`config.mk`:
```
export PLATFORM = sky130hd
export DESIGN_NAME = pooling_ctrl
export DESIGN_NICKNAME = d
export VERILOG_FILES = /design/src/rtl/pooling_ctrl.sv
export SDC_FILE = /design/constraint.sdc
export NUM_CORES = 1
export LEC_CHECK = 0
export BUFFER_PORTS_ARGS = -buffer_cell sky130_fd_sc_hd__buf_4
export CAP_MARGIN = 20
export CORE_ASPECT_RATIO = 1.2
export CORE_MARGIN = 1
export CORE_UTILIZATION = 40
export CTS_CLUSTER_DIAMETER = 40
export DETAILED_ROUTE_END_ITERATION = 8
export MAX_ROUTING_LAYER = met4
export PLACE_DENSITY = 0.66
export SYNTH_ARGS = -nofsm -noshare
export SYNTH_HDL_FRONTEND = slang
export SYNTH_SLANG_ARGS = --single-unit
```
`constraint.sdc`:
```
create_clock -name clk -period 3.1 [get_ports clk]
set_clock_uncertainty 0.05 [all_clocks]
set_input_delay 0.31 -clock clk [delete_from_list [all_inputs] [get_ports clk]]
set_output_delay 0.31 -clock clk [all_outputs]
set_load 0.005 [all_outputs]
```
`src/rtl/pooling_ctrl.sv`:
```
// Sequencer between a word stream and a 2x2 pooling array: loads two words per window,
// fires the array, feeds the pair, waits for the result and forwards odd-row results.
//
// state  | meaning
// IDLE   | waiting for start
// LOAD   | collecting w0 then w1 from the source
// FIRE   | window trigger to the array
// FEED0  | w0 on arr_data
// FEED1  | w1 on arr_data
// WAIT   | array settling, arr_data cleared
// RESULT | waiting for the array result strobe
module pooling_ctrl #(
  parameter int DATA_WIDTH    = 32,
  parameter int TOTAL_FEATURE = 4,
  parameter int TOTAL_ROW     = 6
) (
  input  logic                  clk,
  input  logic                  rst_n,
  input  logic                  start,
  output logic                  busy,
  output logic                  done,
  input  logic                  src_valid,
  output logic                  src_ready,
  input  logic [DATA_WIDTH-1:0] src_data,
  output logic                  arr_input_valid,
  output logic [DATA_WIDTH-1:0] arr_data,
  output logic [1:0]            arr_feature_idx,
  output logic [2:0]            arr_feature_row,
  input  logic                  arr_output_valid,
  input  logic [DATA_WIDTH-1:0] arr_data_out,
  output logic                  dst_valid,
  output logic [DATA_WIDTH-1:0] dst_data,
  output logic [1:0]            dst_feature,
  output logic [1:0]            dst_row
);

  typedef enum logic [2:0] {
    IDLE   = 3'd0,
    LOAD   = 3'd1,
    FIRE   = 3'd2,
    FEED0  = 3'd3,
    FEED1  = 3'd4,
    WAIT   = 3'd5,
    RESULT = 3'd6
  } state_t;

  localparam logic [1:0] LAST_FEAT = 2'(TOTAL_FEATURE - 1);
  localparam logic [2:0] LAST_ROW  = 3'(TOTAL_ROW - 1);

  state_t                state;
  logic [1:0]            feat_cnt;
  logic [2:0]            row_cnt;
  logic                  held;
  logic [DATA_WIDTH-1:0] w0;
  logic [DATA_WIDTH-1:0] w1;
  logic                  last_win;
  logic                  result_hit;

  assign last_win   = (feat_cnt == LAST_FEAT) && (row_cnt == LAST_ROW);
  assign result_hit = (state == RESULT) && arr_output_valid;

  assign arr_feature_idx = feat_cnt;
  assign arr_feature_row = row_cnt;

  // Result forwarding is same-cycle with the array strobe; only odd rows close a 2x2 block.
  assign dst_valid   = result_hit && row_cnt[0];
  assign dst_data    = dst_valid ? arr_data_out : '0;
  assign dst_feature = dst_valid ? feat_cnt : 2'd0;
  assign dst_row     = dst_valid ? row_cnt[2:1] : 2'd0;

  always_ff @(posedge clk or negedge rst_n) begin
    if (!rst_n) begin
      state           <= IDLE;
      feat_cnt        <= 2'd0;
      row_cnt         <= 3'd0;
      held            <= 1'b0;
      w0              <= '0;
      w1              <= '0;
      busy            <= 1'b0;
      done            <= 1'b0;
      src_ready       <= 1'b0;
      arr_input_valid <= 1'b0;
      arr_data        <= '0;
    end else begin
      done            <= 1'b0;
      arr_input_valid <= 1'b0;
      arr_data        <= '0;
      case (state)
        IDLE: begin
          if (start) begin
            state     <= LOAD;
            feat_cnt  <= 2'd0;
            row_cnt   <= 3'd0;
            held      <= 1'b0;
            busy      <= 1'b1;
            src_ready <= 1'b1;
          end
        end
        LOAD: begin
          if (src_valid && src_ready) begin
            if (!held) begin
              w0   <= src_data;
              held <= 1'b1;
            end else begin
              w1              <= src_data;
              held            <= 1'b0;
              src_ready       <= 1'b0;
              arr_input_valid <= 1'b1;
              state           <= FIRE;
            end
          end
        end
        FIRE: begin
          arr_data <= w0;
          state    <= FEED0;
        end
        FEED0: begin
          arr_data <= w1;
          state    <= FEED1;
        end
        FEED1: state <= WAIT;
        WAIT:  state <= RESULT;
        RESULT: begin
          if (arr_output_valid) begin
            if (last_win) begin
              state    <= IDLE;
              done     <= 1'b1;
              busy     <= 1'b0;
              feat_cnt <= 2'd0;
              row_cnt  <= 3'd0;
            end else begin
              state     <= LOAD;
              src_ready <= 1'b1;
              if (feat_cnt == LAST_FEAT) begin
                feat_cnt <= 2'd0;
                row_cnt  <= row_cnt + 3'd1;
              end else begin
                feat_cnt <= feat_cnt + 2'd1;
              end
            end
          end
        end
        default: state <= IDLE;
      endcase
    end
  end

endmodule
```
# Word-level counts from Yosys, hierarchy flattened
# Index checks and enable logic that the tools add are counted.
# word_totals
ff_bits	109
output_inout_bits	78
in_bits	69
# classes
n_reduce_logical	16
mux	39
bitwise_logic	1
n_eq_ne	15
n_addsub	2
# op_table
op	n
one-hot mux 32 bit (2 select lines)	1
two-way mux 32 bit	1
two-way mux 3 bit	8
one-hot mux 3 bit (7 select lines)	1
two-way mux 1 bit	17
equality test 3 bit, second input constant	4
two-way mux 2 bit	6
inequality test 2 bit, second input constant	6
AND reduction 3 bit	4
AND reduction 4 bit	3
equality test 3 x 2 -> 1 bit, second input constant	2
one-hot mux 3 bit (2 select lines)	1
AND reduction 6 bit	1
logical AND 1 bit	4
one-hot mux 1 bit (2 select lines)	2
one-hot mux 2 bit (2 select lines)	1
nonzero test 2 bit	2
adder 3 x 1 -> 3 bit, second input constant	1
equality test 3 x 1 -> 1 bit, second input constant	1
logical NOT 3 bit	1
inequality test 3 bit, second input constant	1
one-hot mux 1 bit (3 select lines)	1
nonzero test 3 bit	1
adder 2 x 1 -> 2 bit, second input constant	1
other kinds (2)	2

# Logic depth before layout (Yosys ltp)
# logic_depth
word_depth	5
depth_mapped	5

# Worst setup path before layout
# No wires, ideal clock.
# synth_path
kind	register to register
from	register state[1]
to	register w1[22]
setup_time_ps	125
arrival_ps	1562
stages_incl_launch_ff	6
n_path_buf	2
slack_ps	1363
path_cell_list	dfrtp_1 > or3b_1 > nor2b_1 > buf_4 > buf_4 > mux2_2
# synth_between
elab_chain_cells	2
# synth_rtl
element	line_no	rtl
start, declared	50	state_t state;
start signal, assigned	73	state <= IDLE;
start signal, assigned	91	state <= LOAD;
start signal, assigned	109	state <= FIRE;
equality test 3 x 1 -> 1 bit	88	case (state)
AND reduction 3 bit (no source line)	--	
end signal, assigned	105	w1 <= src_data;
end, declared	55	logic [DATA_WIDTH-1:0] w1;
# No other way between the ends.
# A chain may end at the register's enable or synchronous reset.

# Worst setup path after layout
# layout_path
from	register state[2]
to	output port dst_data[7]
# layout_between
elab_chain_cells	4
# layout_rtl
element	line_no	rtl
equality test 3 bit	60	assign result_hit = (state == RESULT) && arr_output_valid;
logical AND 1 bit	60	
logical AND 1 bit	66	assign dst_valid = result_hit && row_cnt[0];
two-way mux 32 bit	67	assign dst_data = dst_valid ? arr_data_out : '0;
end, declared	32	output logic [DATA_WIDTH-1:0] dst_data,
# No other way between the ends.

==> impl_results.rst <==
.. list-table::
   :header-rows: 1

   * - Metric
     - Value
   * - Via count of the first global-routing pass
     - 3,159
   * - Leakage power
     - ~3 nW
   * - Non-filler instance count after layout
     - 595
   * - Maximum vdd drop
     - between 0.5 and 0.6 mV
   * - Top cell type by total area after synthesis
     - dfrtp_1
   * - HPWL after detailed placement
     - around 6400 um
   * - Power density normalized to cell area
     - 795 mW/mm2
   * - Stage delay of the slowest cell on the critical path
     - between 0.7 and 0.8 ns
   * - Number of nets still failing antenna checks after routing
     - 0
   * - Crit-path slowest cell
     - and3_1
   * - Leading cell type by number of instances after synthesis
     - dfrtp_1
   * - Sequential cell area in the final layout
     - 0.00273 mm2
   * - RR Endpoint
     - w0[10]
   * - Avg Cell Area, Syn
     - 14.0 um2
   * - Worst-path fanout max
     - 37
   * - Design area
     - 0.00595 mm2
   * - Global-route wire length before repair
     - approximately 15,000 um
   * - Insertion delay to the later sink of the worst-skew pair
     - around 0.34 ns
   * - Diode count
     - 0
   * - Top cells by instance count after synthesis
     - 109 x dfrtp_1, 66 x mux2_2, 36 x and2_1
   * - Number of iterations in the first detailed-routing pass
     - 8
   * - Area share of the largest cell type after synthesis
     - 61.0%
   * - Fraction of layout instances using a drive strength above 1
     - roughly half
   * - Clock slew at the register clock pins of the worst setup and hold paths
     - 0.06 ns
   * - Total number of nets in the final design
     - 536
   * - Element type at the critical path start
     - flop
   * - Largest net degree at the start of global routing
     - 62
   * - Number of max-slew violations in the final report
     - 0
   * - Die W
     - 98.5 um
   * - Number of buffers added by the clock tree synthesis step
     - 9
   * - Aggregate routed wire length
     - about 9500 um
   * - Num rows
     - between 40 and 50
   * - Ys async rst share
     - 100%
   * - Cell count after placement
     - 581
   * - Worst setup path class
     - reg2out
   * - Final count of negative-setup-slack endpoints
     - 0
   * - Startpoint of the most critical register-to-register path
     - state[0]
   * - Reg-to-reg slack, setup
     - 0.87 ns
   * - Via-per-instance ratio
     - 5.18
   * - Initial Utilization
     - between 40% and 50%
   * - Maximum clock insertion buffer count
     - 2
   * - Relative max-transition margin
     - between 30% and 40%
   * - Overall power of the completed layout
     - 4.73 mW
   * - CTS sink count
     - 109
   * - Post-CTS Setup Repair Bufs
     - 0
   * - Area of combinational cells with multiple inputs
     - 0.00162 mm2
   * - Violated checks
     - design-rule violations, negative hold slack
   * - Hold Crit Class
     - in2async
   * - Hold bufs inserted after CTS
     - 0
   * - RSZ-0062 raised after global routing
     - false
   * - Crit path capture type
     - primary output
   * - Io pins
     - approximately 150
   * - Highest routed metal layer
     - met4
   * - DRC
     - 16
   * - Post-place setup slack
     - 0.726 ns
   * - Post_cts resized
     - 0
   * - Status
     - finished, violations left
   * - Synth Warn #
     - 0
   * - Port Buffers
     - 146
   * - Fin Setup TNS
     - 0 ns
   * - Required time of the worst setup path
     - 2.74 ns
   * - Routability congestion estimate from global placement
     - 0.722
   * - Mapped Cells
     - 320
   * - Main synth FF type
     - dfrtp_1
   * - Core region area
     - 0.0107 mm2
   * - Fillers
     - 917
   * - Clock tree from TritonCTS
     - done
   * - Iter 0 DRT Violations
     - 130
   * - Worst setup endpoint
     - dst_data[7]
   * - H-Tree Depth
     - 3
   * - Number of synthesized register bits
     - 109
   * - Routed length on met1
     - 3780 um
   * - Overall die area
     - 0.0116 mm2
   * - Net Count, Synth
     - 393
   * - Count of maximum capacitance violations
     - 0
   * - Post-synth design cell area
     - around 0.0045 mm2
   * - DR vias
     - 3,084
   * - Worst setup slack after layout
     - 0.385 ns
   * - Final period util
     - slightly below 90%
   * - Fmax
     - 368 MHz
   * - Antenna violations before repair
     - 0
   * - Seq/Total Area, Yosys
     - 61.0%
   * - Total gr overflow
     - 0
   * - Placement Cell Area
     - 0.00567 mm2
   * - Global router's overall resource usage
     - between 10% and 20%
   * - DR WL met3
     - 708 um
   * - Area added between synthesis and finish
     - 33.1%
   * - Die height
     - roughly 120 um
   * - FF-to-FF path depth
     - 4
   * - Fin Hold WS
     - -0.000607 ns
   * - Final number of hold-violating endpoints
     - 1
   * - Transition time of the tightest slew-check pin
     - 0.907 ns
   * - Worst path cell trace
     - and3b_1, and3_1, and2_1, buf_4
   * - Clock root buffer master
     - clkbuf_16
   * - Worst setup path start
     - state[2]
   * - Routed length per instance
     - 15.9 um
   * - Number of library cell types mapped by synthesis
     - 33
   * - Count of flip-flops with a built-in enable after synthesis
     - 0
   * - Routed wl met2
     - roughly 4800 um
   * - Cells taking the most area after synthesis
     - dfrtp_1 61%, mux2_2 17%, a22o_1 6.5%
   * - Critical Path AT
     - 2.35 ns
   * - Post-route minimum period
     - 2.71 ns
[kinds of logic after synthesis]
| group | Yosys count | synth area share [%] |
|---|---|---|
| AO/OA/AOI/OAI | 47 | 8.28 |
| adder cells (fa/ha/maj) | 4 | 1.12 |
| flip-flops | 109 | 61.0 |
| multiplexers | 69 | 17.3 |
| buffers and inverters | 26 | 3.25 |
| AND/OR/NAND/NOR | 65 | 9.01 |
[how the worst min path moves through the flow]
stage	from	to	slack (ns)	cells past startpoint
detailed placement	rst_n	w1[12]	0.39	1
floorplan	rst_n	arr_data[0]	-0.04	0
CTS	rst_n	w1[12]	0.02	1
finish	rst_n	w0[12]	-0.0006	1
global route	rst_n	w1[12]	0.06	1
global placement	rst_n	w1[17]	0.38	1
[sequential cells by signal (all words and copies together) (netlist names)]
signal,count
state,3
arr_feature_row,3
done,1
src_ready,1
w0,32
held,1
arr_input_valid,1
arr_feature_idx,2
arr_data,32
busy,1
w1,32
[placed cells by master (no fill, tap or decap), types with 2 or more instances in the layout]
master,netlist,routed
mux2_2,66,66
clkbuf_1,11,2
buf_4,2,152
and3_1,4,4
inv_1,6,6
nor3_1,4,4
o21ai_0,6,6
or4_1,2,2
ha_1,4,4
and2_1,36,36
nand2_1,6,6
dfrtp_1,109,109
a21oi_1,3,3
clkbuf_16,0,9
a22o_1,33,33
mux2_1,2,2
nor2_1,3,2
o211ai_1,2,2
[power breakdown]
group          switching [mW]  total, mW  internal [mW]
clock network           0.466       1.11          0.639
logic                   0.485       1.28          0.793
registers               0.349       2.35           2.00
total                    1.30       4.73           3.43
[critical path: cells and delay by family, from the launching register on]
kind                   cells  cell delay [ns]
DFF                        1             0.63
and+or+nand+nor            3             1.25
buffers and inverters      1             0.12
[stage by stage]
step / utilization [%] / hold slack, ns
2_1_floorplan: - / -0.0356
3_3_place_gp: 52.9 / 0.382
3_5_place_dp: 52.9 / 0.392
4_1_cts: 55.5 / 0.0187
5_1_grt: 55.5 / 0.0634
6_report: 55.5 / -0.000607
[cell type report]
| type | count | share of cell area, % |
|---|---|---|
| flip-flops and latches | 109 | 45.8 |
| multi-input cells | 185 | 27.2 |
| repair buffers | 152 | 19.2 |
| clock buffers | 12 | 4.14 |
| well taps | 129 | 2.71 |
| clock inverters | 2 | 0.588 |
| inverters | 6 | 0.378 |
[routing by layer]
layer | GRT usage (%) | up-vias
met3 | 3.86 | 16
li1 | - | 1411
met4 | 7.93 | 0
met1 | 20.0 | 1532
met2 | 29.5 | 125
met5 | - | -
Power figures use the tool's default switching activity.
